### src/rtl/coord_packet_decoder.sv
// ---------------------------------------------------------------------------
// coord_packet_decoder
//
// Decodes 5-byte center-of-mass coordinate packets from a UART byte stream:
//   HEADER, XHI = {7'b0, x[8]}, XLO = x[7:0], Y = y[7:0], CHK = XHI^XLO^Y
// A packet is accepted only when the checksum matches and the coordinates
// are inside the legal frame. All other packets are discarded and counted.
// Any packet that stalls between bytes for too long is discarded as well.
//
// Ports
//   clk_in         sole clock, rising edge
//   rst_in         synchronous, active-high reset
//   byte_in        received UART byte
//   byte_valid_in  one-cycle strobe qualifying byte_in
//   x_out          last good x (9 bits)
//   y_out          last good y (8 bits)
//   valid_out      one-cycle pulse when x_out/y_out update
//   pkt_err_out    one-cycle pulse when a packet is discarded
//   err_count_out  saturating count of discarded packets
// ---------------------------------------------------------------------------
module coord_packet_decoder #(
    parameter logic [7:0] HEADER         = 8'hA5,
    parameter int         TIMEOUT_CYCLES = 40000,
    parameter int         X_MAX          = 319,
    parameter int         Y_MAX          = 179
) (
    input  logic       clk_in,
    input  logic       rst_in,
    input  logic [7:0] byte_in,
    input  logic       byte_valid_in,
    output logic [8:0] x_out,
    output logic [7:0] y_out,
    output logic       valid_out,
    output logic       pkt_err_out,
    output logic [7:0] err_count_out
);

    localparam int GAP_W = (TIMEOUT_CYCLES > 1) ? $clog2(TIMEOUT_CYCLES) : 1;
    localparam logic [GAP_W-1:0] GAP_LAST = GAP_W'(TIMEOUT_CYCLES - 1);

    typedef enum logic [2:0] {
        HUNT,
        GET_XHI,
        GET_XLO,
        GET_Y,
        GET_CHK
    } state_t;

    state_t             state_q, state_n;
    logic [GAP_W-1:0]   gap_q, gap_n;
    logic               xhi_q;
    logic [7:0]         xlo_q;
    logic [7:0]         y_q;

    logic               cap_xhi, cap_xlo, cap_y;
    logic               good_pkt, discard;
    logic [7:0]         chk_expect;
    logic               in_range;

    // Only bit 0 of XHI can be nonzero once the byte is accepted.
    assign chk_expect = {7'b0, xhi_q} ^ xlo_q ^ y_q;
    assign in_range   = (32'({xhi_q, xlo_q}) <= X_MAX) && (32'(y_q) <= Y_MAX);

    // NOTE: every signal written here gets a default first so no path leaves
    // it unassigned; otherwise synthesis infers a latch to hold the old value.
    always_comb begin
        state_n  = state_q;
        gap_n    = gap_q;
        cap_xhi  = 1'b0;
        cap_xlo  = 1'b0;
        cap_y    = 1'b0;
        good_pkt = 1'b0;
        discard  = 1'b0;

        if (byte_valid_in) begin
            // A byte that lands exactly on the last allowed gap cycle is
            // taken normally; the timeout branch below is never reached.
            gap_n = '0;
            unique case (state_q)
                HUNT: begin
                    if (byte_in == HEADER) state_n = GET_XHI;
                end
                GET_XHI: begin
                    if (byte_in[7:1] != 7'd0) begin
                        discard = 1'b1;
                        state_n = HUNT;
                    end else begin
                        cap_xhi = 1'b1;
                        state_n = GET_XLO;
                    end
                end
                // No resync on HEADER inside a packet: payload bytes may
                // legitimately equal the header value.
                GET_XLO: begin
                    cap_xlo = 1'b1;
                    state_n = GET_Y;
                end
                GET_Y: begin
                    cap_y   = 1'b1;
                    state_n = GET_CHK;
                end
                GET_CHK: begin
                    state_n = HUNT;
                    if ((byte_in == chk_expect) && in_range) good_pkt = 1'b1;
                    else                                     discard  = 1'b1;
                end
                default: state_n = HUNT;
            endcase
        end else if (state_q != HUNT) begin
            if (gap_q == GAP_LAST) begin
                discard = 1'b1;
                state_n = HUNT;
                gap_n   = '0;
            end else begin
                gap_n = gap_q + 1'b1;
            end
        end
    end

    // NOTE: sequential state uses non-blocking assignments so every register
    // samples pre-edge values regardless of statement order.
    always_ff @(posedge clk_in) begin
        if (rst_in) begin
            state_q       <= HUNT;
            gap_q         <= '0;
            xhi_q         <= 1'b0;
            xlo_q         <= 8'd0;
            y_q           <= 8'd0;
            x_out         <= 9'd0;
            y_out         <= 8'd0;
            valid_out     <= 1'b0;
            pkt_err_out   <= 1'b0;
            err_count_out <= 8'd0;
        end else begin
            state_q     <= state_n;
            gap_q       <= gap_n;
            valid_out   <= good_pkt;
            pkt_err_out <= discard;

            if (cap_xhi) xhi_q <= byte_in[0];
            if (cap_xlo) xlo_q <= byte_in;
            if (cap_y)   y_q   <= byte_in;

            if (good_pkt) begin
                x_out <= {xhi_q, xlo_q};
                y_out <= y_q;
            end

            if (discard && (err_count_out != 8'hFF))
                err_count_out <= err_count_out + 8'd1;
        end
    end

endmodule

### config.mk
export PLATFORM = sky130hd
export DESIGN_NAME = coord_packet_decoder
export DESIGN_NICKNAME = d
export VERILOG_FILES = /design/src/rtl/coord_packet_decoder.sv
export SDC_FILE = /design/constraint.sdc
export NUM_CORES = 1
export LEC_CHECK = 0
export ABC_CLOCK_PERIOD_IN_PS = 1900
export BUFFER_PORTS_ARGS = -buffer_cell sky130_fd_sc_hd__buf_4
export CORE_ASPECT_RATIO = 0.7
export CORE_UTILIZATION = 30
export CTS_CLUSTER_DIAMETER = 100
export DETAILED_ROUTE_END_ITERATION = 6
export GPL_ROUTABILITY_DRIVEN = 0
export GPL_TIMING_DRIVEN = 0
export MAX_ROUTING_LAYER = met4
export PLACE_DENSITY = 0.5
export SETUP_SLACK_MARGIN = 0.2
export SLEW_MARGIN = 0
export SYNTH_ARGS = -nofsm -noshare
export SYNTH_HDL_FRONTEND = slang
export SYNTH_SLANG_ARGS = --single-unit
### constraint.sdc
create_clock -name clk_in -period 1.9 [get_ports clk_in]
set_input_delay 0.19 -clock clk_in [delete_from_list [all_inputs] [get_ports clk_in]]
set_output_delay 0.19 -clock clk_in [all_outputs]
set_load 0.05 [all_outputs]
# Word-level counts from Yosys, hierarchy flattened
# Cells that the tools add are included.
# word_totals
reg_bits	63
latch_bits	0
mem_bits_rw	0
mem_bits_ro	0
inputBits	11
output_inout_bits	27
word_cells	58
mem_count	0
# classes
n_addsub	2
n_mul	0
n_div	0
order_cmp	2
eq_ne	9
shifts	0
mux	23
n_bitwise	2
n_reduce_logical	10
# ops
cell	n
$add 16x1->16 const B	1
$eq 16x16->1 const B	1
$mux 16	1
$mux 1	15
$mux 3	4
$pmux 3 s4	1
$le 9x9->1 const B	1
$add 8x1->8 const B	1
$eq 8x8->1	1
$eq 8x8->1 const B	1
$le 8x8->1 const B	1
$ne 8x8->1 const B	1
$xor 1x8->8	1
$xor 8x8->8	1
$reduce_bool 7->1	1
$eq 3x2->1 const B	2
$reduce_bool 2->1	2
$eq 3x1->1 const B	1
$eq 3x3->1 const B	1
$logic_and 1x1->1	3
$logic_not 3->1	1
$ne 3x3->1 const B	1
$reduce_and 3->1	1
$reduce_bool 3->1	1
3 further kinds	3

# Logic depth before layout (Yosys ltp)
# Gate-level depths: netlist of the first run.
# logic_depth
ltp_word	8
depth_mapped	8
ltp_nobuf	7

# Least setup slack after synthesis of the first run
# OpenSTA, ideal clock, no wires.
# synth_path
path_kind	reg-to-reg
startpoint	register y_q[1]
endpoint	register err_count_out[0]
setup_time_ps	121
arrival_ps	2011
t_required_ps	1779
path_slack_ps	-232
stages_incl_launch_ff	7
path_buffers	0
synth_period_minus_slack_ps	2132
cell_sequence	dfxtp_1 -> xnor3_4 -> nand3_1 -> nor4_1 -> a21oi_1 -> o21ai_0 -> mux2_2
# synth_between
elab_chain_len	7
elab_cells_between_ends	9
cone_classes	order compare: 1; eq/ne: 1; mux: 3; bitwise: 1; reduce/logical: 3
# synth_rtl
element	line_no	rtl
start: declaration	53	logic [7:0] y_q;
start signal: assignment	142	if (cap_y) y_q <= byte_in;
$le 8x8->1 / $xor 8x8->8 (equally long branches)	62, 61	
$logic_and 1x1->1 / $eq 8x8->1 (equally long branches)	62, 104	
$logic_and 1x1->1 (*)	104	if ((byte_in == chk_expect) && in_range) good_pkt = 1'b1;
$mux 1 (*)	104	
$pmux 1 s2 (*)	79	unique case (state_q)
$mux 1 (*)	75	if (byte_valid_in) begin
$logic_and 1x1->1 (*)	149	if (discard && (err_count_out != 8'hFF))
end signal: assignment	150	err_count_out <= err_count_out + 8'd1;
end: declaration	35	output logic [7:0] err_count_out
# Mark *: on every way between the ends. The rest lies on a longest branch, timed or not.
# A chain may end at the register's enable or synchronous reset.

# Worst setup path in the final report of the first run
# layout_path
startpoint	register y_q[1]
endpoint	register err_count_out[7]
# The elaborated chain is that of the path after synthesis.

==> impl_metrics.env, run 1 <==
export IMPL_pin_count=38
export IMPL_powerDensity_mw_per_mm2=725
export IMPL_synth_area_leaders="dfxtp_1 45%, mux2i_1 9.9%, nor2_1 7.7%"
export IMPL_drtPass1Iterations=4
export IMPL_layout_nets=388
export IMPL_areaGrowthSynthToFinish_pct=50.1
export IMPL_pre_cts_slack_ps=-450
export IMPL_overflow=0
export IMPL_coreArea_mm2=0.00911
export IMPL_setup_viol=7
export IMPL_end_kind="flip-flop"
export IMPL_internal_power_mw=2.38
export IMPL_grt_pass1_vias=2366
export IMPL_yosysUniqueCellTypes=43
export IMPL_antenna_found_initial=0
export IMPL_final_max_slew_viol_count=0
export IMPL_post_route_period_util_pct=107
export IMPL_placed_area_mm2=0.00331
export IMPL_p_seq_share_pct=42.8
export IMPL_diodes=0
export IMPL_finalInstanceArea_mm2=0.00424
export IMPL_relSlewSlack_pct=60.1
export IMPL_root_buffer="clkbuf_16"
export IMPL_drcViolationCount=0
export IMPL_drive_gt1_share_pct=40.5
export IMPL_routed_via_density=4.72
export IMPL_synth_edf_count=0
export IMPL_routedWlPerCell_um=14.6
export IMPL_ant_nets=0
export IMPL_failed_checks="setup timing"
export IMPL_grt_max_degree=13
export IMPL_grt_pass1_wl_um=12400
export IMPL_die_h_um=83.2
export IMPL_syn_inst=304
export IMPL_fillCellCount=861
export IMPL_worst_setup_path_type="flip-flop to flip-flop"
export IMPL_dieArea_mm2=0.00981
export IMPL_clockPowerShare_pct=52.9
export IMPL_crit_fanout=3
export IMPL_worstPathArrival_ps=2250
export IMPL_multiInputGateArea_mm2=0.00183
export IMPL_netlist_area_mm2=0.00282
export IMPL_post_route_min_period_ps=2030
export IMPL_rsz0062_at_grt="true"
export IMPL_htreeDepth=3
export IMPL_syn_area_per_cell_um2=9.29
export IMPL_die_w_um=118
export IMPL_pwr_share_comb_pct=4.4
export IMPL_swShare_pct=22.4
export IMPL_clkLatencyLatePin_ps=330
export IMPL_ys_seq_area_share_pct=44.7
export IMPL_synthArstFlopShare_pct=0
export IMPL_rrSetupSlack_ps=-130
export IMPL_switchingPower_mw=0.687
export IMPL_drt_initial_drc_count=106
export IMPL_r2r_end="err_count_out[7]$_SDFFE_PP0P_"
export IMPL_worst_slack_ps=-134
export IMPL_numCtsBuffers=9
export IMPL_hpwl_um=4780
export IMPL_io_buffers=36
export IMPL_hold_path_startpoint="byte_in[1]"
export IMPL_start_kind="flip-flop"
export IMPL_initial_utilization_pct=31.0
export IMPL_ys_warn_count=0
export IMPL_tightestPinTransition_ps=599
export IMPL_ir_worst_vdd_uv=470
export IMPL_hold_violations=0
export IMPL_drv_cap=0
export IMPL_synth_top_area_share_pct=44.7
export IMPL_rows=29
export IMPL_whs_path_depth=3
export IMPL_postCtsHoldBufs=0
export IMPL_synthFlopType="dfxtp_1"
export IMPL_syn_nets=317
export IMPL_clkSlewWorstSetupHoldPaths_ps=60
export IMPL_via_count=2377
export IMPL_grtUsageTotal_pct=16.9
export IMPL_final_util_pct=46.5
export IMPL_p_leak_nw=1.73
export IMPL_clock_skew_ps=5.44
export IMPL_status="finished with violations"
export IMPL_rr_worst_depth=7
export IMPL_max_freq_mhz=492
export IMPL_cts_path_max_buffers=2
export IMPL_seqCellArea_mm2=0.00130
export IMPL_rr_startpoint="y_q[1]$_SDFFE_PP0P_"
export IMPL_hold_class="input pin to flip-flop"
export IMPL_clock_sinks=63
export IMPL_routed_wl_um=7350
export IMPL_worstPathRequired_ps=2120
export IMPL_whs_endpoint="y_q[1]$_SDFFE_PP0P_"
export IMPL_synth_seq_cells=63
export IMPL_cts_tree="done"
export IMPL_yosysTopAreaCell="dfxtp_1"
-- Yosys cell counts (2+ instances only) --
library cell and count:
dfxtp_1 63, nor2_1 58, mux2i_1 28, nand2_1 26
xnor2_1 14, a21oi_1 13, xor2_1 11, clkbuf_1 10
nand3_1 7, nand4_1 6, nor2b_1 5, o21ai_0 5
inv_1 4, mux2_2 4, nand2b_1 4, nor3_1 4
a211oi_1 3, and2_1 3, and3_1 3, nor4_1 3
and4_1 2, buf_2 2, ha_1 2, o2111a_1 2
o211ai_1 2, or3_1 2, xnor3_1 2
-- through the flow --
stage / TNS [ps] / std cells / power, mW / hold WS, ps
final: -577 / 504 / 3.07 / 134
after global routing: -2500 / 504 / 3.18 / 140
after global placement: -4840 / 464 / 1.45 / 462
after detailed placement: -5090 / 464 / 1.45 / 471
after floorplan: -613 / 304 / 1.40 / 326
after CTS: -566 / 495 / 3.10 / 123
-- worst max path at each step --
stage	from	endpoint	slack, ps	depth (start not counted)
2_1_floorplan	byte_in[1]	err_count_out[5]$_SDFFE_PP0P_	-190	6
5_1_grt	xlo_q[3]$_SDFFE_PP0P_	err_count_out[5]$_SDFFE_PP0P_	-230	7
4_1_cts	y_q[1]$_SDFFE_PP0P_	err_count_out[7]$_SDFFE_PP0P_	-150	7
3_3_place_gp	byte_in[1]	err_count_out[5]$_SDFFE_PP0P_	-450	7
6_report	y_q[1]$_SDFFE_PP0P_	err_count_out[7]$_SDFFE_PP0P_	-130	7
3_5_place_dp	byte_in[1]	err_count_out[5]$_SDFFE_PP0P_	-450	7
-- power groups by stage --
stage	sequential (mW)	clock (mW)	combinational, mW
after floorplan	1.35	0	0.0518
after global placement	1.35	0	0.0978
after detailed placement	1.35	0	0.0979
after CTS	1.32	1.66	0.118
after global routing	1.31	1.73	0.143
final	1.31	1.62	0.134
-- cells by family (layout without fill, tap and decap cells) --
logic type,count (synthesis),after routing,share of synthesized area (%)
and+or+nand+nor,129,129,21.8
DFF,63,63,44.7
xor gates and xnor gates,28,28,10.3
muxes,33,33,12.1
buffers and inverters,17,93,2.70
adders and majority gates,2,2,0.886
AOI/OAI and AO/OA,32,32,7.62
-- state kept, by name (all words and copies together), names as in the netlist --
register / cells
y_q: 8
gap_q: 16
state_q: 3
x_out: 9
xhi_q: 1
y_out: 8
pkt_err_out: 1
xlo_q: 8
valid_out: 1
err_count_out: 8
-- layout by cell type (no fill, tap or decap), drive strengths merged, types with 2 or more instances in the layout --
cell type	synthesis	final
xnor3	3	3
a211oi	3	3
dfxtp	63	63
nand4	6	6
nor2	58	58
xor2	11	11
and3	3	3
o2111a	2	2
inv	4	4
nand3	7	7
nand2b	4	4
nor3	4	4
o21ai	5	5
and4	2	2
nor3b	2	2
clkinv	0	2
nor4	3	3
mux2	5	5
o211ai	2	2
mux2i	28	28
or3	2	2
nor2b	5	5
clkinvlp	0	4
buf	2	65
xnor2	14	14
clkbuf	11	17
nand2	26	26
ha	2	2
and2	4	4
a21oi	13	13
-- area by class of cell --
| type | count | share of cell area, % |
|---|---|---|
| inverters | 4 | 0.354 |
| flip-flops and latches | 63 | 30.7 |
| clock buffers | 9 | 5.31 |
| multi-input cells | 224 | 43.2 |
| well taps | 124 | 3.66 |
| repair buffers | 60 | 12.1 |
| clock inverters | 7 | 1.74 |
| plain buffers | 13 | 2.92 |
-- metal layers --
| metal | track usage [%] | vias to the layer above | routed length, um |
|---|---|---|---|
| met2 | 22.7 | 55 | 3050 |
| met1 | 24.1 | 1122 | 3850 |
| met4 | 5.24 | 0 | 81 |
| met5 | - | - | 0 |
| li1 | - | 1191 | - |
| met3 | 4.81 | 9 | 364 |
-- critical path, cell delays in order (launching register included) --
cell and delay (ps):
dfxtp_2 330, xnor3_4 450, nand3_4 90, nor4_4 60, buf_4 150, a2111oi_4 340
o211a_1 210, mux2_4 300
-- what timing repair did --
item,in CTS,in global routing
endpoints found under the hold margin,0,0
pin swaps,22,18
gates resized for setup,52,51
gates cloned,1,1
setup buffers,14,8
endpoints found under the setup margin,52,42
(Power assumes the default switching activity.)
==> run 2, diff against run 1 <==
--- a/config.mk
+++ b/config.mk
@@ -14,7 +14,7 @@
 export GPL_ROUTABILITY_DRIVEN = 0
 export GPL_TIMING_DRIVEN = 0
 export MAX_ROUTING_LAYER = met4
-export PLACE_DENSITY = 0.5
+export PLACE_DENSITY_LB_ADDON = 0.3
 export SETUP_SLACK_MARGIN = 0.2
 export SLEW_MARGIN = 0
 export SYNTH_ARGS = -nofsm -noshare
==> impl_metrics.env, run 2 (synthesis results as in run 1) <==
export IMPL_largest_reg_flops=16
export IMPL_grtUsageTotal_pct=15.3
export IMPL_diodes=0
export IMPL_drv_cap=0
export IMPL_clkLatencyLatePin_ps=330
export IMPL_rows=29
export IMPL_cts_tree="done"
export IMPL_worstPathRequired_ps=2110
export IMPL_root_buffer="clkbuf_16"
export IMPL_timing_hold_ws_ps=139
export IMPL_dp_cells=464
export IMPL_crit_fanout=3
export IMPL_ant_nets=0
export IMPL_grt_max_degree=11
export IMPL_powerDensity_mw_per_mm2=735
export IMPL_clock_skew_ps=5.59
export IMPL_rsz0062_at_grt="true"
export IMPL_finalInstanceArea_mm2=0.00395
export IMPL_io_buffers=36
export IMPL_routed_via_density=4.74
export IMPL_postCtsHoldBufs=0
export IMPL_relSlewSlack_pct=60.8
export IMPL_die_h_um=83.2
export IMPL_routedWlPerCell_um=14.1
export IMPL_post_route_period_util_pct=105
export IMPL_worst_slack_ps=-93.4
export IMPL_initial_utilization_pct=31.0
export IMPL_tightestPinTransition_ps=589
export IMPL_coreArea_mm2=0.00911
export IMPL_clock_sinks=63
export IMPL_overflow=0
export IMPL_antenna_found_initial=0
export IMPL_status="finished with violations"
export IMPL_setup_viol=5
export IMPL_via_count=2343
export IMPL_end_kind="flip-flop"
export IMPL_pre_cts_slack_ps=-447
export IMPL_layout_commonest_cell="nor2_1"
export IMPL_grt_pass1_vias=2188
export IMPL_dieArea_mm2=0.00981
export IMPL_htreeDepth=3
export IMPL_worst_setup_path_type="flip-flop to flip-flop"
export IMPL_final_max_slew_viol_count=0
export IMPL_pin_count=38
export IMPL_drive_gt1_share_pct=33.8
export IMPL_areaGrowthSynthToFinish_pct=40.0
export IMPL_placed_area_mm2=0.00331
export IMPL_drcViolationCount=0
export IMPL_ir_worst_vdd_uv=432
export IMPL_layout_nets=380
export IMPL_hold_violations=0
export IMPL_clkSlewWorstSetupHoldPaths_ps=50
export IMPL_routed_wl_um=6980
export IMPL_grt_pass1_wl_um=11200
export IMPL_final_cell_mix="56 x nor2_1, 48 x buf_4, 46 x dfxtp_1"
export IMPL_max_freq_mhz=502
export IMPL_cts_path_max_buffers=2
export IMPL_hold_class="input pin to flip-flop"
export IMPL_worstPathArrival_ps=2210
export IMPL_drt_initial_drc_count=127
export IMPL_post_route_min_period_ps=1990
export IMPL_largest_register="gap_q"
export IMPL_start_kind="flip-flop"
export IMPL_hpwl_um=4770
export IMPL_failed_checks="setup timing"
export IMPL_numCtsBuffers=9
export IMPL_die_w_um=118
export IMPL_p_leak_nw=1.66
export IMPL_reg_largest_list="gap_q (16), x_out (9)"
export IMPL_fin_cells=494
export IMPL_drtPass1Iterations=4
==> run 2: cell types whose count changed in the layout (fill, tap and decap cells not counted), moves of 3 or more <==
cell        before  now
nor2_1          46   56
nor2_4           8    0
buf_6           10    3
clkinvlp_4       4    0
clkbuf_1         6    9
clkbuf_8         1    4
dfxtp_1         43   46
==> run 2: what timing repair did <==
item / in CTS / in global routing
gates resized for setup: 25 / 32
endpoints found under the setup margin: 50 / 45
gates cloned: 0 / 1
pin swaps: 9 / 13
setup buffers: 7 / 8
==> run 2: layout make-up <==
type / instances / area, um^2
tap: 124 / 155
clock inverter: 1 / 5.00
timing repair buffer: 52 / 428
multi-input combinational: 224 / 1700
inverter: 4 / 15.0
buffer: 13 / 95.1
sequential: 63 / 1290
clock buffer: 13 / 260
fill: 872 / 5150
==> run 2: path summary, 6_finish.rpt <==
path / startpoint / to / slack, ps / cells after the start
worst max-delay path: xlo_q[1]$_SDFFE_PP0P_ / err_count_out[7]$_SDFFE_PP0P_ / -90 / 6
worst min-delay path: byte_in[1] / xlo_q[1]$_SDFFE_PP0P_ / 140 / 3
worst max register to register: xlo_q[1]$_SDFFE_PP0P_ / err_count_out[7]$_SDFFE_PP0P_ / -90 / 6
worst min register to register: gap_q[1]$_SDFFE_PP0P_ / gap_q[1]$_SDFFE_PP0P_ / 470 / 2
==> run 2: per-layer routing <==
layer | part of all wire [%] | track usage [%] | vias to the layer above | wire, um
li1 | - | - | 1174 | -
met3 | 5.9 | 4.95 | 7 | 412
met2 | 41 | 19.9 | 57 | 2870
met4 | 0.93 | 5.01 | 0 | 65
met5 | 0 | - | - | 0
met1 | 52 | 21.8 | 1105 | 3620
==> run 2: worst max-delay path: stages, from the launching register on <==
cell       delay [ps]
dfxtp_2           330
xnor3_4           430
nand3_2           100
nor4_4             50
a2111oi_4         430
o211a_1           230
mux2_4            290
==> run 2: power breakdown <==
group / switching, mW / internal, mW
registers: 0.000208 / 1.32
logic: 0.0662 / 0.0489
clock network: 0.538 / 0.935
==> run 2: through the flow <==
step / power (mW) / utilization (%) / TNS (ps)
final: 2.91 / 43.4 / -297
after global routing: 3.01 / 43.4 / -1480
after CTS: 2.94 / 41.0 / -1160
after detailed placement: 1.45 / 36.3 / -4360
after global placement: 1.45 / 36.3 / -3800
after floorplan: 1.40 / - / -613
